$ cat src/rtl/bp_fe_pkg.sv
// Shared front-end types: pending BHT entry layout and the direction compare.
// Latency: n/a (types and pure functions only).
// Backpressure: n/a.

// Declares bp_fe_bht_pending_entry_s for a given BHT index width; the
// predictor front end expands the same macro so both sides agree on layout.
`define BP_FE_DECLARE_BHT_PENDING_ENTRY_S(idx_width_mp) \
  typedef struct packed { \
    logic [idx_width_mp-1:0] idx; \
    logic                    taken; \
  } bp_fe_bht_pending_entry_s

package bp_fe_pkg;

  // Occupancy view of the pending queue, derived from its counter.
  typedef enum logic [1:0] {
    e_occ_empty,
    e_occ_partial,
    e_occ_full
  } bp_fe_occ_e;

  // A prediction is correct when the predicted and actual directions agree.
  function automatic logic bp_fe_pred_correct(input logic pred_taken, input logic res_taken);
    return ~(pred_taken ^ res_taken);
  endfunction

endpackage

$ cat src/rtl/bp_fe_bht_pending_queue.sv
// 1r1w circular buffer of in-flight predictions with count, full/empty and clear.
// Latency: enqueue visible at head one cycle after write; head read is combinational.
// Backpressure: caller must qualify enq_v_i with ~full_o and deq_v_i with ~empty_o.
module bp_fe_bht_pending_queue
  import bp_fe_pkg::*;
#(
  parameter  int idx_width_p  = 8,
  parameter  int els_p        = 8,
  localparam int ptr_width_lp = $clog2(els_p),
  localparam int cnt_width_lp = $clog2(els_p+1)
)
(
  input  logic                    clk_i,
  input  logic                    reset_i,
  input  logic                    clr_i,
  input  logic                    enq_v_i,
  input  logic [idx_width_p-1:0]  enq_idx_i,
  input  logic                    enq_taken_i,
  input  logic                    deq_v_i,
  output logic [idx_width_p-1:0]  deq_idx_o,
  output logic                    deq_taken_o,
  output logic                    full_o,
  output logic                    empty_o,
  output logic [cnt_width_lp-1:0] count_o
);

  `BP_FE_DECLARE_BHT_PENDING_ENTRY_S(idx_width_p);

  bp_fe_bht_pending_entry_s mem_r [els_p];
  logic [ptr_width_lp-1:0]  rptr_r, wptr_r;
  logic [cnt_width_lp-1:0]  count_r;
  bp_fe_occ_e               occ;

  // Classify occupancy from the registered count only.
  always_comb begin
    occ = e_occ_partial;
    if (count_r == '0)
      occ = e_occ_empty;
    else if (count_r == cnt_width_lp'(els_p))
      occ = e_occ_full;
  end

  assign full_o      = (occ == e_occ_full);
  assign empty_o     = (occ == e_occ_empty);
  assign count_o     = count_r;
  assign deq_idx_o   = mem_r[rptr_r].idx;
  assign deq_taken_o = mem_r[rptr_r].taken;

  // Pointer and count bookkeeping; pointers wrap naturally as els_p is a power of two.
  always_ff @(posedge clk_i or posedge reset_i) begin
    if (reset_i) begin
      rptr_r  <= '0;
      wptr_r  <= '0;
      count_r <= '0;
    end else if (clr_i) begin
      rptr_r  <= '0;
      wptr_r  <= '0;
      count_r <= '0;
    end else begin
      if (enq_v_i) wptr_r <= wptr_r + ptr_width_lp'(1);
      if (deq_v_i) rptr_r <= rptr_r + ptr_width_lp'(1);
      unique case ({enq_v_i, deq_v_i})
        2'b10:   count_r <= count_r + cnt_width_lp'(1);
        2'b01:   count_r <= count_r - cnt_width_lp'(1);
        default: count_r <= count_r;
      endcase
    end
  end

  // Entry storage; contents are meaningless once pointers are cleared, so no reset.
  always_ff @(posedge clk_i) begin
    if (enq_v_i & ~clr_i) begin
      mem_r[wptr_r].idx   <= enq_idx_i;
      mem_r[wptr_r].taken <= enq_taken_i;
    end
  end

endmodule

$ cat src/rtl/bp_fe_bht_updater.sv
// Tracks in-flight BHT predictions and turns in-order resolutions into BHT writes.
// Latency: res_v_i in cycle N gives a one-cycle w_v_o pulse in cycle N+1.
// Backpressure: pred_ready_o low when full (registered count only); refused predictions are dropped.
module bp_fe_bht_updater
  import bp_fe_pkg::*;
#(
  parameter  int bht_idx_width_p = 8,
  parameter  int els_p           = 8,
  localparam int cnt_width_lp    = $clog2(els_p+1)
)
(
  input  logic                       clk_i,
  input  logic                       reset_i,
  input  logic                       pred_v_i,
  input  logic [bht_idx_width_p-1:0] pred_idx_i,
  input  logic                       pred_taken_i,
  output logic                       pred_ready_o,
  input  logic                       res_v_i,
  input  logic                       res_taken_i,
  input  logic                       flush_i,
  output logic                       w_v_o,
  output logic [bht_idx_width_p-1:0] idx_w_o,
  output logic                       correct_o,
  output logic [cnt_width_lp-1:0]    count_o,
  output logic                       err_o
);

  logic                       full, empty;
  logic                       enq_v, deq_v;
  logic [bht_idx_width_p-1:0] head_idx;
  logic                       head_taken;

  // A flush drops the same-cycle prediction but still lets the head resolve.
  assign pred_ready_o = ~full;
  assign enq_v        = pred_v_i & ~full & ~flush_i;
  assign deq_v        = res_v_i & ~empty;

  bp_fe_bht_pending_queue #(
    .idx_width_p (bht_idx_width_p),
    .els_p       (els_p)
  ) queue (
    .clk_i       (clk_i),
    .reset_i     (reset_i),
    .clr_i       (flush_i),
    .enq_v_i     (enq_v),
    .enq_idx_i   (pred_idx_i),
    .enq_taken_i (pred_taken_i),
    .deq_v_i     (deq_v),
    .deq_idx_o   (head_idx),
    .deq_taken_o (head_taken),
    .full_o      (full),
    .empty_o     (empty),
    .count_o     (count_o)
  );

  // Register the BHT update; index and correctness hold between updates.
  always_ff @(posedge clk_i or posedge reset_i) begin
    if (reset_i) begin
      w_v_o     <= 1'b0;
      idx_w_o   <= '0;
      correct_o <= 1'b0;
    end else begin
      w_v_o <= deq_v;
      if (deq_v) begin
        idx_w_o   <= head_idx;
        correct_o <= bp_fe_pred_correct(head_taken, res_taken_i);
      end
    end
  end

  // Sticky error: a resolution with nothing outstanding means the streams diverged.
  always_ff @(posedge clk_i or posedge reset_i) begin
    if (reset_i)
      err_o <= 1'b0;
    else if (res_v_i & empty)
      err_o <= 1'b1;
  end

endmodule
$ cat config.mk
export PLATFORM = sky130hd
export DESIGN_NAME = bp_fe_bht_updater
export DESIGN_NICKNAME = d
export VERILOG_FILES = /design/src/rtl/bp_fe_pkg.sv /design/src/rtl/bp_fe_bht_pending_queue.sv /design/src/rtl/bp_fe_bht_updater.sv
export SDC_FILE = /design/constraint.sdc
export NUM_CORES = 1
export LEC_CHECK = 0
export BUFFER_PORTS_ARGS = -buffer_cell sky130_fd_sc_hd__buf_4
export CAP_MARGIN = 25
export CORE_MARGIN = 1
export CORE_UTILIZATION = 63
export DETAILED_ROUTE_END_ITERATION = 7
export HOLD_SLACK_MARGIN = 0.1
export PLACE_DENSITY = 0.86
export SLEW_MARGIN = 20
export SYNTH_ARGS = -nofsm -noshare
export SYNTH_HDL_FRONTEND = slang
export SYNTH_SLANG_ARGS = --single-unit
$ cat constraint.sdc
create_clock -name clk_i -period 3.9 [get_ports clk_i]
set_input_delay 0.78 -clock clk_i [delete_from_list [all_inputs] [get_ports clk_i]]
set_output_delay 0.78 -clock clk_i [all_outputs]
set_load 0.05 [all_outputs]
==> key figures <==
Worst setup path
  • Crit path to: queue.count_o[3]
  • Worst setup EP type: flop
  • Dominant delay contributor by cell family on the critical path: simple AND/OR/NAND/NOR gates
  • Worst-path cell with the longest stage delay: sky130_fd_sc_hd__or4b_1
  • Crit. Startpoint: queue.count_o[0]
  • Depth of the most critical reg-to-reg path: 9
  • Critical Path Fanout Max: 9
  • Buffering stage count on the worst path with inverters included: 0
  • Worst EP arrival: 3.06 ns
  • Worst r2r dst: queue.count_o[3]
  • Required time of the critical path: 4.19 ns
  • WP depth: 9
  • Worst setup slack for register-to-register paths: 1.12 ns
  • Launch point of the worst reg-to-reg path: queue.count_o[0]
  • Startpoint class of the critical path: flop
  • Crit path cell chain: or4b_1 -> nand2_4 -> nor2_1 -> nor2_1 -> ha_1 -> a21o_1 -> a21oi_1 -> mux2_2 -> a21oi_1
  • Worst stage delay on the critical path: 0.69 ns
  • Critical path class: flop to flop

Detailed routing
  • Post-detailed-route count of antenna-violating nets: 0
  • Routed vias/inst: 5.97
  • Drc violations: 0
  • Violation count after the first detailed-route iteration: 154
  • WL final: 6610 µm
  • Number of search-and-repair iterations in the first detailed-routing pass: 4
  • Via count: 1981
  • Routed length per instance: 19.9 µm

Synthesis
  • Share of async-settable or async-resettable flops after synthesis: 0.226
  • Parity-gate share of the synthesized area counting xor and xnor cells: 0.0140
  • Share of synthesized area spent on multiplexers: 0.143
  • Number of instances in the synthesized netlist: 219
  • Number of synthesized register bits: 93
  • Synthesized cell area: 3770 µm²
  • Count of flip-flops with a built-in enable after synthesis: 72
  • Simple-gate portion of the synthesized area: 0.0588
  • Number of library cell types mapped by synthesis: 33
  • Syn nets: 239
  • Largest family of logic cells by synthesized area: multiplexers
  • Yosys synthesis warning count: 0
  • Average cell area after synthesis: 17.2 µm²
  • Post-synthesis compound-gate area fraction: 0.0346
  • Primary FF master, synth: sky130_fd_sc_hd__edfxtp_1
  • Arithmetic-cell share of the synthesized area counting full adders, half adders and majority gates: 0.0186
  • Part of the Yosys area used for sequential elements: 0.714

GRT
  • Total global routing track utilization: 0.242
  • First-pass GRT wire length: 10300 µm
  • Initial antenna violation count: 0
  • Aggregate global routing overflow: 0
  • Maximum number of pins on one net before global-route repair: 22
  • Via count of the first global-routing pass: 1940

Worst hold path
  • Worst min-delay path class: flop to flop
  • Source of the worst hold timing path: correct_o

Floorplanning
  • Initial Util: 0.668
  • Io pins: 31
  • Row count: 27
  • Horizontal extent of the die: 79.3 µm
  • Full die area: 6290 µm²
  • Core Footprint: 5640 µm²
  • Die Span Y: 79.3 µm

Layout
  • Flip-flop and latch area: 2690 µm²
  • Share of cells above drive strength 1: 0.281
  • Area of the multi-input gates: 1010 µm²
  • Net count of the finished layout: 275
  • Number of fillers in the final layout: 328
  • Number of inserted diodes: 0
  • Final cell area excluding filler cells: 4280 µm²
  • Number of non-filler instances in the completed layout: 332
  • P&R area growth vs syn: 13.7%
  • Final core utilization: 0.759

Power
  • Ratio of total power to cell area: 680 nW/µm²
  • Power, Total: 2.91 mW
  • Reported leakage power: 1.53 nW
  • Switching portion of total power: 0.348
  • Comb pwr share: 0.325
  • Total net switching power: 1.01 mW
  • Fraction of power consumed by sequential logic: 0.448
  • Worst ir drop on vdd: 0.435 mV
  • Cell internal pwr: 1.90 mW
  • Clock share of power: 0.227

STA
  • Setup tns final: 0 ns
  • Hold slack final: 0.509 ns
  • Period utilisation layout: 0.712
  • Largest clock skew in the final design: 0.00793 ns
  • Setup ws final: 1.12 ns
  • Final min period: 2.78 ns
  • RSZ-0062 raised after global routing: false
  • Pins Over Slew Limit: 0
  • Maximum achievable frequency: 360 MHz
  • Final hold violation count: 0
  • Actual slew at the worst max-slew pin: 0.972 ns
  • Max-Slew Margin vs Limit: 0.350
  • Final-report setup violation count: 0

Clock tree
  • Buffer cell driving the clock tree root: sky130_fd_sc_hd__clkbuf_8
  • TritonCTS sink count: 93
  • Number of clock buffers inserted by TritonCTS: 9
  • Post-cts gate resize count: 0
  • CTS clock-pin slew for the worst setup and hold paths: 0.09 ns
  • Number of H-tree branching levels: 3
  • Hold buffers post-CTS: 0
  • Clock tree from TritonCTS: yes
  • Worst skew pair latency: 0.35 ns
  • Maximum buffer depth of the clock tree: 2
  • Buffers inserted during post-CTS setup optimization: 0

Place
  • Final RePlAce weighted congestion: 0.888
  • Worst Setup Slack post-DPL: 1.14 ns
  • Port Buf Inserts: 30
  • Area after DPL: 4070 µm²
  • Placed wire-length estimate after detailed placement: 4230 µm
  • Placed instance count: 316

Outcome
  • Result of the run: completed

Flow run
  • Maximum Capacitance Violations: 0
==> registers in the layout, indices dropped and copies added (netlist names) <==
register / count
err_o: 1
queue.mem_r: 72
w_v_o: 1
queue.count_o: 4
idx_w_o: 8
queue.wptr_r: 3
queue.rptr_r: 3
correct_o: 1
==> cells in the final DEF, fill, tap and decap left out, types with 3 or more instances in the layout <==
master                      n
sky130_fd_sc_hd__dfrtp_1   21
sky130_fd_sc_hd__mux2i_1   10
sky130_fd_sc_hd__clkbuf_8  11
sky130_fd_sc_hd__mux2_2     3
sky130_fd_sc_hd__xor2_1     3
sky130_fd_sc_hd__nand2_1    7
sky130_fd_sc_hd__mux4_2    18
sky130_fd_sc_hd__nor2_1    24
sky130_fd_sc_hd__nor3_1     3
sky130_fd_sc_hd__xnor2_1    3
sky130_fd_sc_hd__edfxtp_1  72
sky130_fd_sc_hd__ha_1       4
sky130_fd_sc_hd__inv_1      5
sky130_fd_sc_hd__a21oi_1   12
sky130_fd_sc_hd__nand2b_1   4
sky130_fd_sc_hd__buf_4     35
==> logic make-up (layout without fill, tap and decap cells) <==
logic type / Yosys count / after routing
xor gates and xnor gates: 6 / 6
muxes: 31 / 31
adders and majority gates: 5 / 5
AOI/OAI and AO/OA: 22 / 22
buffers and inverters: 15 / 56
and+or+nand+nor: 47 / 47
DFF: 93 / 93
==> how the worst min path moves through the flow <==
stage          slack (ns)  depth (start not counted)               to
2_1_floorplan        0.55                          2  queue.wptr_r[0]
3_3_place_gp         0.47                          2            err_o
3_5_place_dp         0.49                          2        correct_o
4_1_cts              0.51                          2        correct_o
5_1_grt              0.54                          2            err_o
6_report             0.51                          2        correct_o
==> cell usage after synthesis, drive strengths merged (2+ instances only) <==
master / instances / area [µm²]
dfrtp: 21 / 526
nor3: 3 / 15.0
mux2i: 10 / 100
xnor2: 3 / 26.3
inv: 5 / 18.8
o21ai: 4 / 20.0
edfxtp: 72 / 2160
mux4: 18 / 405
a21oi: 12 / 60.1
nand2b: 4 / 25.0
buf: 6 / 31.3
or3: 2 / 12.5
mux2: 3 / 33.8
clkbuf: 4 / 15.0
ha: 4 / 50.1
nand2: 8 / 37.5
nand3: 2 / 10.0
nor2b: 2 / 12.5
xor2: 3 / 26.3
nor2: 24 / 90.1
==> layout make-up <==
class                   count  area share
clock buffers              12      0.0362
clock inverters             4      0.0129
inverters                   5     0.00438
multi-input cells         111       0.237
flip-flops and latches     93       0.628
well taps                  72      0.0210
repair buffers             35      0.0613
==> worst register-to-register path: stages (launching register included) <==
cell and delay (ns):
sky130_fd_sc_hd__dfrtp_1 0.48, sky130_fd_sc_hd__or4b_1 0.69, sky130_fd_sc_hd__nand2_4 0.15, sky130_fd_sc_hd__nor2_1 0.04, sky130_fd_sc_hd__nor2_1 0.20, sky130_fd_sc_hd__ha_1 0.28, sky130_fd_sc_hd__a21o_1 0.17, sky130_fd_sc_hd__a21oi_1 0.21
sky130_fd_sc_hd__mux2_2 0.36, sky130_fd_sc_hd__a21oi_1 0.12
==> power by group through the flow <==
| stage | Combinational, mW | Sequential [mW] | Clock (mW) |
|---|---|---|---|
| global route | 1.02 | 1.33 | 0.711 |
| CTS | 0.953 | 1.31 | 0.671 |
| floorplan | 0.522 | 1.50 | 0 |
| global placement | 0.925 | 1.32 | 0 |
| detailed placement | 0.946 | 1.33 | 0 |
| finish | 0.947 | 1.30 | 0.662 |
==> routing by layer <==
metal | GRT usage | wire length [µm] | vias up
met1 | 0.328 | 2810 | 990
met5 | 0 | 0 | -
li1 | - | - | 906
met3 | 0.0471 | 453 | 10
met2 | 0.381 | 3270 | 75
met4 | 0.116 | 80 | 0
No activity file was read; power rests on OpenSTA's default activity.
